===== src/rtl/mc_pkg.sv =====
// Shared encodings for the multicycle main control: states, opcodes, ALUOp
// codes, datapath mux selects and the one-hot instruction class bits.
package mc_pkg;

  typedef enum logic [3:0] {
    S_BOOT, S_FETCH, S_DECODE, S_MEMADR, S_MEMRD, S_MEMWB, S_MEMWR, S_EXECR,
    S_EXECI, S_ALUWB, S_BRANCH, S_JAL, S_JALR, S_LINK, S_UPPER, S_TRAP
  } state_t;

  localparam logic [6:0] OP_LOAD   = 7'b0000011;
  localparam logic [6:0] OP_STORE  = 7'b0100011;
  localparam logic [6:0] OP_R      = 7'b0110011;
  localparam logic [6:0] OP_I      = 7'b0010011;
  localparam logic [6:0] OP_BRANCH = 7'b1100011;
  localparam logic [6:0] OP_JAL    = 7'b1101111;
  localparam logic [6:0] OP_JALR   = 7'b1100111;
  localparam logic [6:0] OP_LUI    = 7'b0110111;
  localparam logic [6:0] OP_AUIPC  = 7'b0010111;

  localparam logic [2:0] ALU_ADD   = 3'd0;
  localparam logic [2:0] ALU_SUB   = 3'd1;
  localparam logic [2:0] ALU_RTYPE = 3'd2;
  localparam logic [2:0] ALU_ITYPE = 3'd3;
  localparam logic [2:0] ALU_PCADD = 3'd4;

  localparam logic [1:0] SA_PC    = 2'd0;
  localparam logic [1:0] SA_OLDPC = 2'd1;
  localparam logic [1:0] SA_REGA  = 2'd2;
  localparam logic [1:0] SA_ZERO  = 2'd3;

  localparam logic [1:0] SB_REGB = 2'd0;
  localparam logic [1:0] SB_IMM  = 2'd1;
  localparam logic [1:0] SB_FOUR = 2'd2;

  localparam logic [1:0] RS_ALUOUT = 2'd0;
  localparam logic [1:0] RS_DATA   = 2'd1;
  localparam logic [1:0] RS_ALURES = 2'd2;

  localparam int CL_MEM   = 0;
  localparam int CL_R     = 1;
  localparam int CL_I     = 2;
  localparam int CL_BR    = 3;
  localparam int CL_JAL   = 4;
  localparam int CL_JALR  = 5;
  localparam int CL_UPPER = 6;
  localparam int CL_ILL   = 7;
  localparam int CL_W     = 8;

  typedef logic [CL_W-1:0] iclass_t;

endpackage


===== src/rtl/mc_main_control_if.sv =====
// Controller <-> datapath bundle: instruction fields and flags in, control out.
interface mc_main_control_if;
  logic [6:0] Opcode;
  logic [2:0] Funct3;
  logic       Zero;
  logic       MemReady;
  logic [2:0] ALUOp;
  logic [1:0] ALUSrcA;
  logic [1:0] ALUSrcB;
  logic [1:0] ResultSrc;
  logic       AdrSrc;
  logic       MemRead;
  logic       MemWrite;
  logic       IRWrite;
  logic       PCWrite;
  logic       RegWrite;
  logic       InstrDone;
  logic       Illegal;

  modport master (
    input  Opcode, Funct3, Zero, MemReady,
    output ALUOp, ALUSrcA, ALUSrcB, ResultSrc, AdrSrc, MemRead, MemWrite,
           IRWrite, PCWrite, RegWrite, InstrDone, Illegal
  );

  modport slave (
    output Opcode, Funct3, Zero, MemReady,
    input  ALUOp, ALUSrcA, ALUSrcB, ResultSrc, AdrSrc, MemRead, MemWrite,
           IRWrite, PCWrite, RegWrite, InstrDone, Illegal
  );
endinterface


===== src/rtl/mc_opcode_decode.sv =====
// Combinational Opcode/Funct3 classifier; exactly one class bit is set.
module mc_opcode_decode
  import mc_pkg::*;
(
  input  logic [6:0] opcode,
  input  logic [2:0] funct3,
  output iclass_t    cls
);
  always_comb begin
    cls = '0;
    case (opcode)
      OP_LOAD, OP_STORE: cls[CL_MEM]   = 1'b1;
      OP_R:              cls[CL_R]     = 1'b1;
      OP_I:              cls[CL_I]     = 1'b1;
      OP_JAL:            cls[CL_JAL]   = 1'b1;
      OP_JALR:           cls[CL_JALR]  = 1'b1;
      OP_LUI, OP_AUIPC:  cls[CL_UPPER] = 1'b1;
      // only beq/bne are supported
      OP_BRANCH: begin
        if (funct3[2:1] == 2'b00) cls[CL_BR]  = 1'b1;
        else                      cls[CL_ILL] = 1'b1;
      end
      default:           cls[CL_ILL]   = 1'b1;
    endcase
  end
endmodule


===== src/rtl/mc_main_control.sv =====
// Multicycle main-control FSM: state register plus Moore output decode, with
// IRWrite/PCWrite/InstrDone qualified by MemReady or Zero where noted.
module mc_main_control
  import mc_pkg::*;
(
  input  logic               clk,
  input  logic               rst_n,
  mc_main_control_if.master  bus
);
  state_t  state;
  iclass_t cls;

  mc_opcode_decode u_dec (
    .opcode (bus.Opcode),
    .funct3 (bus.Funct3),
    .cls    (cls)
  );

  always_ff @(posedge clk or negedge rst_n) begin
    if (!rst_n) begin
      state <= S_BOOT;
    end else begin
      case (state)
        S_BOOT:   state <= S_FETCH;
        S_FETCH:  if (bus.MemReady) state <= S_DECODE;
        S_DECODE: begin
          if      (cls[CL_MEM])   state <= S_MEMADR;
          else if (cls[CL_R])     state <= S_EXECR;
          else if (cls[CL_I])     state <= S_EXECI;
          else if (cls[CL_BR])    state <= S_BRANCH;
          else if (cls[CL_JAL])   state <= S_JAL;
          else if (cls[CL_JALR])  state <= S_JALR;
          else if (cls[CL_UPPER]) state <= S_UPPER;
          else                    state <= S_TRAP;
        end
        S_MEMADR: state <= bus.Opcode[5] ? S_MEMWR : S_MEMRD;
        S_MEMRD:  if (bus.MemReady) state <= S_MEMWB;
        S_MEMWR:  if (bus.MemReady) state <= S_FETCH;
        S_EXECR, S_EXECI, S_JAL, S_LINK, S_UPPER: state <= S_ALUWB;
        S_JALR:   state <= S_LINK;
        S_MEMWB, S_ALUWB, S_BRANCH: state <= S_FETCH;
        default:  state <= S_TRAP;
      endcase
    end
  end

  always_comb begin
    bus.ALUOp     = ALU_ADD;
    bus.ALUSrcA   = SA_PC;
    bus.ALUSrcB   = SB_REGB;
    bus.ResultSrc = RS_ALUOUT;
    bus.AdrSrc    = 1'b0;
    bus.MemRead   = 1'b0;
    bus.MemWrite  = 1'b0;
    bus.IRWrite   = 1'b0;
    bus.PCWrite   = 1'b0;
    bus.RegWrite  = 1'b0;
    bus.InstrDone = 1'b0;
    bus.Illegal   = 1'b0;
    case (state)
      S_FETCH: begin
        bus.MemRead   = 1'b1;
        bus.ALUSrcA   = SA_PC;
        bus.ALUSrcB   = SB_FOUR;
        bus.ResultSrc = RS_ALURES;
        bus.IRWrite   = bus.MemReady;
        bus.PCWrite   = bus.MemReady;
      end
      // branch/JAL target is precomputed into ALUOut here
      S_DECODE: begin bus.ALUSrcA = SA_OLDPC; bus.ALUSrcB = SB_IMM; end
      S_MEMADR: begin bus.ALUSrcA = SA_REGA;  bus.ALUSrcB = SB_IMM; end
      S_MEMRD:  begin bus.AdrSrc = 1'b1; bus.MemRead = 1'b1; end
      S_MEMWB: begin
        bus.ResultSrc = RS_DATA;
        bus.RegWrite  = 1'b1;
        bus.InstrDone = 1'b1;
      end
      S_MEMWR: begin
        bus.AdrSrc    = 1'b1;
        bus.MemWrite  = 1'b1;
        bus.InstrDone = bus.MemReady;
      end
      S_EXECR: begin bus.ALUSrcA = SA_REGA; bus.ALUSrcB = SB_REGB; bus.ALUOp = ALU_RTYPE; end
      S_EXECI: begin bus.ALUSrcA = SA_REGA; bus.ALUSrcB = SB_IMM;  bus.ALUOp = ALU_ITYPE; end
      S_ALUWB: begin
        bus.ResultSrc = RS_ALUOUT;
        bus.RegWrite  = 1'b1;
        bus.InstrDone = 1'b1;
      end
      S_BRANCH: begin
        bus.ALUSrcA   = SA_REGA;
        bus.ALUSrcB   = SB_REGB;
        bus.ALUOp     = ALU_SUB;
        bus.InstrDone = 1'b1;
        bus.PCWrite   = bus.Zero ^ bus.Funct3[0];
      end
      S_JAL: begin
        bus.PCWrite = 1'b1;
        bus.ALUSrcA = SA_OLDPC;
        bus.ALUSrcB = SB_FOUR;
        bus.ALUOp   = ALU_PCADD;
      end
      S_JALR: begin
        bus.ALUSrcA   = SA_REGA;
        bus.ALUSrcB   = SB_IMM;
        bus.ALUOp     = ALU_PCADD;
        bus.ResultSrc = RS_ALURES;
        bus.PCWrite   = 1'b1;
      end
      S_LINK:  begin bus.ALUSrcA = SA_OLDPC; bus.ALUSrcB = SB_FOUR; bus.ALUOp = ALU_PCADD; end
      // LUI adds to zero, AUIPC to the old PC
      S_UPPER: begin
        bus.ALUSrcA = bus.Opcode[5] ? SA_ZERO : SA_OLDPC;
        bus.ALUSrcB = SB_IMM;
        bus.ALUOp   = ALU_PCADD;
      end
      S_TRAP:  bus.Illegal = 1'b1;
      default: ;
    endcase
  end
endmodule


===== src/flat_wrapper.sv =====
// flat-port wrapper written by rule: the top's interface ports become plain ports
module mc_main_control_flat import mc_pkg::*;
  (clk, rst_n, bus_Opcode, bus_Funct3, bus_Zero, bus_MemReady, bus_ALUOp, bus_ALUSrcA, bus_ALUSrcB, bus_ResultSrc, bus_AdrSrc, bus_MemRead, bus_MemWrite, bus_IRWrite, bus_PCWrite, bus_RegWrite, bus_InstrDone, bus_Illegal);
  mc_main_control_if bus_i ();
  input  logic clk;
  input  logic rst_n;
  input wire logic [$bits(bus_i.Opcode)-1:0] bus_Opcode;
  input wire logic [$bits(bus_i.Funct3)-1:0] bus_Funct3;
  input wire logic [$bits(bus_i.Zero)-1:0] bus_Zero;
  input wire logic [$bits(bus_i.MemReady)-1:0] bus_MemReady;
  output wire logic [$bits(bus_i.ALUOp)-1:0] bus_ALUOp;
  output wire logic [$bits(bus_i.ALUSrcA)-1:0] bus_ALUSrcA;
  output wire logic [$bits(bus_i.ALUSrcB)-1:0] bus_ALUSrcB;
  output wire logic [$bits(bus_i.ResultSrc)-1:0] bus_ResultSrc;
  output wire logic [$bits(bus_i.AdrSrc)-1:0] bus_AdrSrc;
  output wire logic [$bits(bus_i.MemRead)-1:0] bus_MemRead;
  output wire logic [$bits(bus_i.MemWrite)-1:0] bus_MemWrite;
  output wire logic [$bits(bus_i.IRWrite)-1:0] bus_IRWrite;
  output wire logic [$bits(bus_i.PCWrite)-1:0] bus_PCWrite;
  output wire logic [$bits(bus_i.RegWrite)-1:0] bus_RegWrite;
  output wire logic [$bits(bus_i.InstrDone)-1:0] bus_InstrDone;
  output wire logic [$bits(bus_i.Illegal)-1:0] bus_Illegal;
  assign bus_i.Opcode = bus_Opcode;
  assign bus_i.Funct3 = bus_Funct3;
  assign bus_i.Zero = bus_Zero;
  assign bus_i.MemReady = bus_MemReady;
  assign bus_ALUOp = bus_i.ALUOp;
  assign bus_ALUSrcA = bus_i.ALUSrcA;
  assign bus_ALUSrcB = bus_i.ALUSrcB;
  assign bus_ResultSrc = bus_i.ResultSrc;
  assign bus_AdrSrc = bus_i.AdrSrc;
  assign bus_MemRead = bus_i.MemRead;
  assign bus_MemWrite = bus_i.MemWrite;
  assign bus_IRWrite = bus_i.IRWrite;
  assign bus_PCWrite = bus_i.PCWrite;
  assign bus_RegWrite = bus_i.RegWrite;
  assign bus_InstrDone = bus_i.InstrDone;
  assign bus_Illegal = bus_i.Illegal;
  mc_main_control u_core (.clk(clk), .rst_n(rst_n), .bus(bus_i));
endmodule

===== config.mk =====
export PLATFORM = sky130hd
export DESIGN_NAME = mc_main_control_flat
export DESIGN_NICKNAME = d
export VERILOG_FILES = /design/src/rtl/mc_pkg.sv /design/src/rtl/mc_main_control_if.sv /design/src/rtl/mc_opcode_decode.sv /design/src/rtl/mc_main_control.sv /design/src/flat_wrapper.sv
export SDC_FILE = /design/constraint.sdc
export NUM_CORES = 1
export LEC_CHECK = 0
export CORE_MARGIN = 2
export CORE_UTILIZATION = 36
export CTS_BUF_LIST = sky130_fd_sc_hd__clkbuf_16
export DETAILED_ROUTE_END_ITERATION = 12
export PLACE_DENSITY_LB_ADDON = 0.08
export SLEW_MARGIN = 20
export SYNTH_ARGS = -nofsm -noshare
export SYNTH_HDL_FRONTEND = slang
export SYNTH_SLANG_ARGS = --single-unit

===== constraint.sdc =====
create_clock -name clk -period 1.24 [get_ports clk]
set_input_delay 0.124 -clock clk [delete_from_list [all_inputs] [get_ports clk]]
set_output_delay 0.124 -clock clk [all_outputs]
set_load 0.1 [all_outputs]

==> results of run 1 <==
## per-stage QoR
stage / hold WS, ns / setup WS, ns / utilization [%] / area (sq um) / setup TNS (ns)
3_5_place_dp: 0.334 / -0.428 / 89.7 / 1570 / -5.02
3_3_place_gp: 0.332 / -0.320 / 89.7 / 1570 / -4.05
2_1_floorplan: -0.172 / -0.405 / - / 902 / -3.67
## kinds of logic after synthesis
| family | count (synthesis) | share of synthesized area [%] |
|---|---|---|
| multiplexers | 2 | 3.00 |
| flip-flops | 4 | 15.0 |
| AND/OR/NAND/NOR | 44 | 35.4 |
| AO/OA/AOI/OAI | 30 | 30.7 |
| buffers and inverters | 13 | 10.7 |
| XOR/XNOR | 4 | 5.24 |
==> out/metrics.yaml, run 1 <==
run_status:
  status: "aborted with a tool error"
  flow.stopped_at: "4_1_cts"
  error: "[ERROR DPL-0038] Utilization greater than 100%, impossible to legalize"
floorplanning:
  rows: 15
  die_w_um: 47.1
  initial_core_util_pct: 38.3
  ios: 31
  die_h_um: 47.1
synthesis:
  yosys_warnings: 0
  yosysMostFrequentCell: "nor2_1"
  netlist_top_cells_count: "nor2_1 (11), nand2_1 (8), a21oi_1 (7), o21ai_0 (7)"
  synth_seq_cells: 4
  yosys.area.top_type: "dfrtp_1"
  async_flop_share_pct: 100
  netlist.area_leader.share_pct: 15.0
  ys_top_cells_by_area: "dfrtp_1 (15%), nor2_1 (6.2%), nand2b_1 (5.6%)"
  synth_edf_count: 0
  ys_types: 40
  syn_inst: 97
  syn-cell-area_sq_um: 668
  synthesis.nets: 111
  ys_seq_area_share_pct: 15.0
  synth.avg_cell_area_sq_um: 6.89
  synth_ff_type: "dfrtp_1"
clock_tree:
  cts_setup_buffers: 10
  cts_buffer_depth: 2
  hold_buffers: 0
  root_buffer: "clkbuf_16"
  cts_resized: 45
  cts_buffers: 3
  h-tree-depth: 1
  clkSinkCount: 4
place:
  gp_congestion: 0.823
  io_buffers: 30
  dp.final_hpwl_um: 2300
  place_inst: 177
==> run 2, diff against run 1 <==
--- a/config.mk
+++ b/config.mk
@@ -5,11 +5,10 @@
 export SDC_FILE = /design/constraint.sdc
 export NUM_CORES = 1
 export LEC_CHECK = 0
-export CORE_MARGIN = 2
-export CORE_UTILIZATION = 36
-export CTS_BUF_LIST = sky130_fd_sc_hd__clkbuf_16
+export CORE_AREA = 2 2 63 65
 export DETAILED_ROUTE_END_ITERATION = 12
-export PLACE_DENSITY_LB_ADDON = 0.08
+export DIE_AREA = 0 0 65 67
+export PLACE_DENSITY_LB_ADDON = 0.15
 export SLEW_MARGIN = 20
 export SYNTH_ARGS = -nofsm -noshare
 export SYNTH_HDL_FRONTEND = slang
==> constraint.sdc (replaced) <==
create_clock -name clk -period 1.6 [get_ports clk]
set_input_delay 0.16 -clock clk [delete_from_list [all_inputs] [get_ports clk]]
set_output_delay 0.16 -clock clk [all_outputs]
set_load 0.1 [all_outputs]
==> out/metrics.yaml, run 2 <==
grt:
  grt_pass1_vias: 932
  antenna_found_initial: 0
  grt_start_max_net_pins: 20
  grt-ovfl-total: 0
  grt_pass1_wl_um: 4050
  grtUsageTotal_pct: 11.9
setup_path:
  r2r_slack_ns: 0.13
  critical_path_arrival_ns: 1.47
  rr_endpoint: "u_core.state[0]"
  critPathRequiredTime_ns: 1.44
  r2r_cells: 6
  end_kind: "output port"
  cp_max_fo: 7
  path_class: "flop to output port"
  startpoint_type: "flop"
  reg2reg_from: "u_core.state[3]"
final_layout:
  drive_above_1_share_pct: 60.8
  area_growth_pct: 159
  nFillCells: 357
  post-route-util_pct: 48.0
  multi_input_area_sq_um: 739
  regMostFlops: "u_core.state"
  largest_reg_flops: 4
  final_cell_mix: "buf_4 (24), buf_12 (19), clkdlybuf4s50_1 (13)"
  diodes: 0
  final_area_sq_mm: 0.00173
  final_common_cell: "buf_4"
  largestRegisters: "u_core.state (4)"
  seq_area_sq_um: 104
  fin_nets: 169
floorplanning:
  die_h_um: 67  # +42%
  die_w_um: 65  # +38%
  ios: 31  # unchanged
  rows: 22  # +7
  initial_core_util_pct: 18.5  # -20 points
  core_area_sq_mm: 0.00361
  die-area_sq_mm: 0.00436
run_status:
  status: "finished, violations left"
  violations: "negative setup slack"
routing:
  via_per_inst: 4.54
  via_count: 912
  ant_nets: 0
  first_pass_iters: 3
  wl_um: 2400
  post_drt_wl_per_cell_um: 12.0
  drc: 0
  drt_iter0_drc: 19
clock_tree:
  cts_tree: "done"
  cts_buffer_depth: 2  # unchanged
  hold_buffers: 0  # unchanged
  cts_buffers: 3  # unchanged
  h-tree-depth: 1  # unchanged
  clkSinkCount: 4  # unchanged
  clock_latency_ns: 0.22
  root_buffer: "clkbuf_8"
  cts.clk_slew.worst_paths_ns: 0.03
synthesis:
  yosys_warnings: 0  # unchanged
  async_flop_share_pct: 100  # unchanged
  ys_seq_area_share_pct: 15.0  # unchanged
  synth_ff_type: "dfrtp_1"
  synthesis.nets: 111  # unchanged
  netlist_top_cells_count: "nor2_1 (11), nand2_1 (8), a21oi_1 (7), o21ai_0 (7)"
  synth_edf_count: 0  # unchanged
  synth_seq_cells: 4  # unchanged
  yosys.area.top_type: "dfrtp_1"
  synth.avg_cell_area_sq_um: 6.89  # unchanged
  yosysMostFrequentCell: "nor2_1"
  ys_types: 40  # unchanged
  netlist.area_leader.share_pct: 15.0  # unchanged
  ys_top_cells_by_area: "dfrtp_1 (15%), nor2_1 (6.2%), nand2b_1 (5.6%)"
  syn_inst: 97  # unchanged
  syn-cell-area_sq_um: 668  # unchanged
sta:
  finalMaxSlewViolations: 0
  relSlewSlack_pct: 83.1
  fin_worst_skew_ns: 0.00285
  fin_crit_sh_pct: 102
  setup_viol_count_final: 7
  worst_pin_slew_ns: 0.251
  hold_viol_final: 0
  rsz0062_at_grt: "true"
  setup_ws_ns: -0.0313
  min_period_ns: 1.63
  clock.fmax_mhz: 613
place:
  io_buffers: 30  # unchanged
  dp.final_hpwl_um: 1850  # -20%
  gp_congestion: 0.806  # -2.2%
  place_area_sq_mm: 0.00148  # -5.6%
flow_run:
  maxCapViolCount: 0
hold_path:
  hp-class: "input pin to asynchronous set/reset pin"
==> run 2: cell counts after synthesis <==
No cell type changed its count.
==> run 2: cell families after synthesis <==
group,share of synthesized area [%]
buffers and inverters,10.7
AO/OA/AOI/OAI,30.7
XOR/XNOR,5.24
multiplexers,3.00
flip-flops,15.0
AND/OR/NAND/NOR,35.4
==> run 2: what timing repair did <==
action                                  in CTS  in global routing
endpoints found under the setup margin      15                 14
resized for setup                           28                 10
setup buffers                               11                  2
endpoints found under the hold margin        0                  0
pin swaps                                    5                  5
==> run 2: per-layer routing <==
layer	routed length (um)	up-vias	share of wire (%)	GRT usage, %
met3	108	5	4.5	1.52
met4	38	0	1.6	4.79
li1	-	456	-	-
met2	1300	24	54	22.7
met5	0	-	0	0
met1	959	427	40	13.3
==> run 2: critical path: stages, from the launching register on <==
cell       delay (ns)
dfrtp_2          0.48
buf_6            0.14
xor2_2           0.15
nand2_1          0.08
o21ai_2          0.08
o2bb2ai_4        0.14
buf_12           0.18
==> run 2: worst max path at each step <==
stage | startpoint | end | slack, ns | cells after the start
final | u_core.state[2] | bus_ALUSrcA[0] | -0.03 | 6
after global routing | u_core.state[2] | bus_ALUSrcA[0] | -0.09 | 6
after floorplan | u_core.state[1] | bus_PCWrite | -0.15 | 3
after CTS | u_core.state[2] | bus_ALUSrcA[0] | -0.03 | 6
after detailed placement | bus_Opcode[5] | u_core.state[0] | -0.09 | 5
after global placement | bus_Opcode[5] | u_core.state[0] | -0.02 | 5
==> run 2: cell type report <==
class | instances | share of cell area, %
Timing Repair Buffer | 63 | 44.7
Multi-Input combinational cell | 80 | 42.8
Sequential cell | 4 | 6.01
Tap cell | 48 | 3.47
Clock buffer | 3 | 2.39
Inverter | 3 | 0.651
==> run 2: per-stage QoR <==
stage | TNS, ns | hold slack, ns | setup WS (ns) | instances
after floorplan | -0.619 | -0.136 | -0.153 | 97
after global placement | -0.0242 | 0.385 | -0.0242 | 187
after detailed placement | -0.104 | 0.380 | -0.0873 | 187
after CTS | -0.0892 | 0.150 | -0.0312 | 201
after global routing | -0.537 | 0.166 | -0.0938 | 201
final | -0.0851 | 0.145 | -0.0313 | 201
Power of run 2 is not shown: default switching activity piles up to over one toggle a cycle in this logic, so the estimate is an artifact.
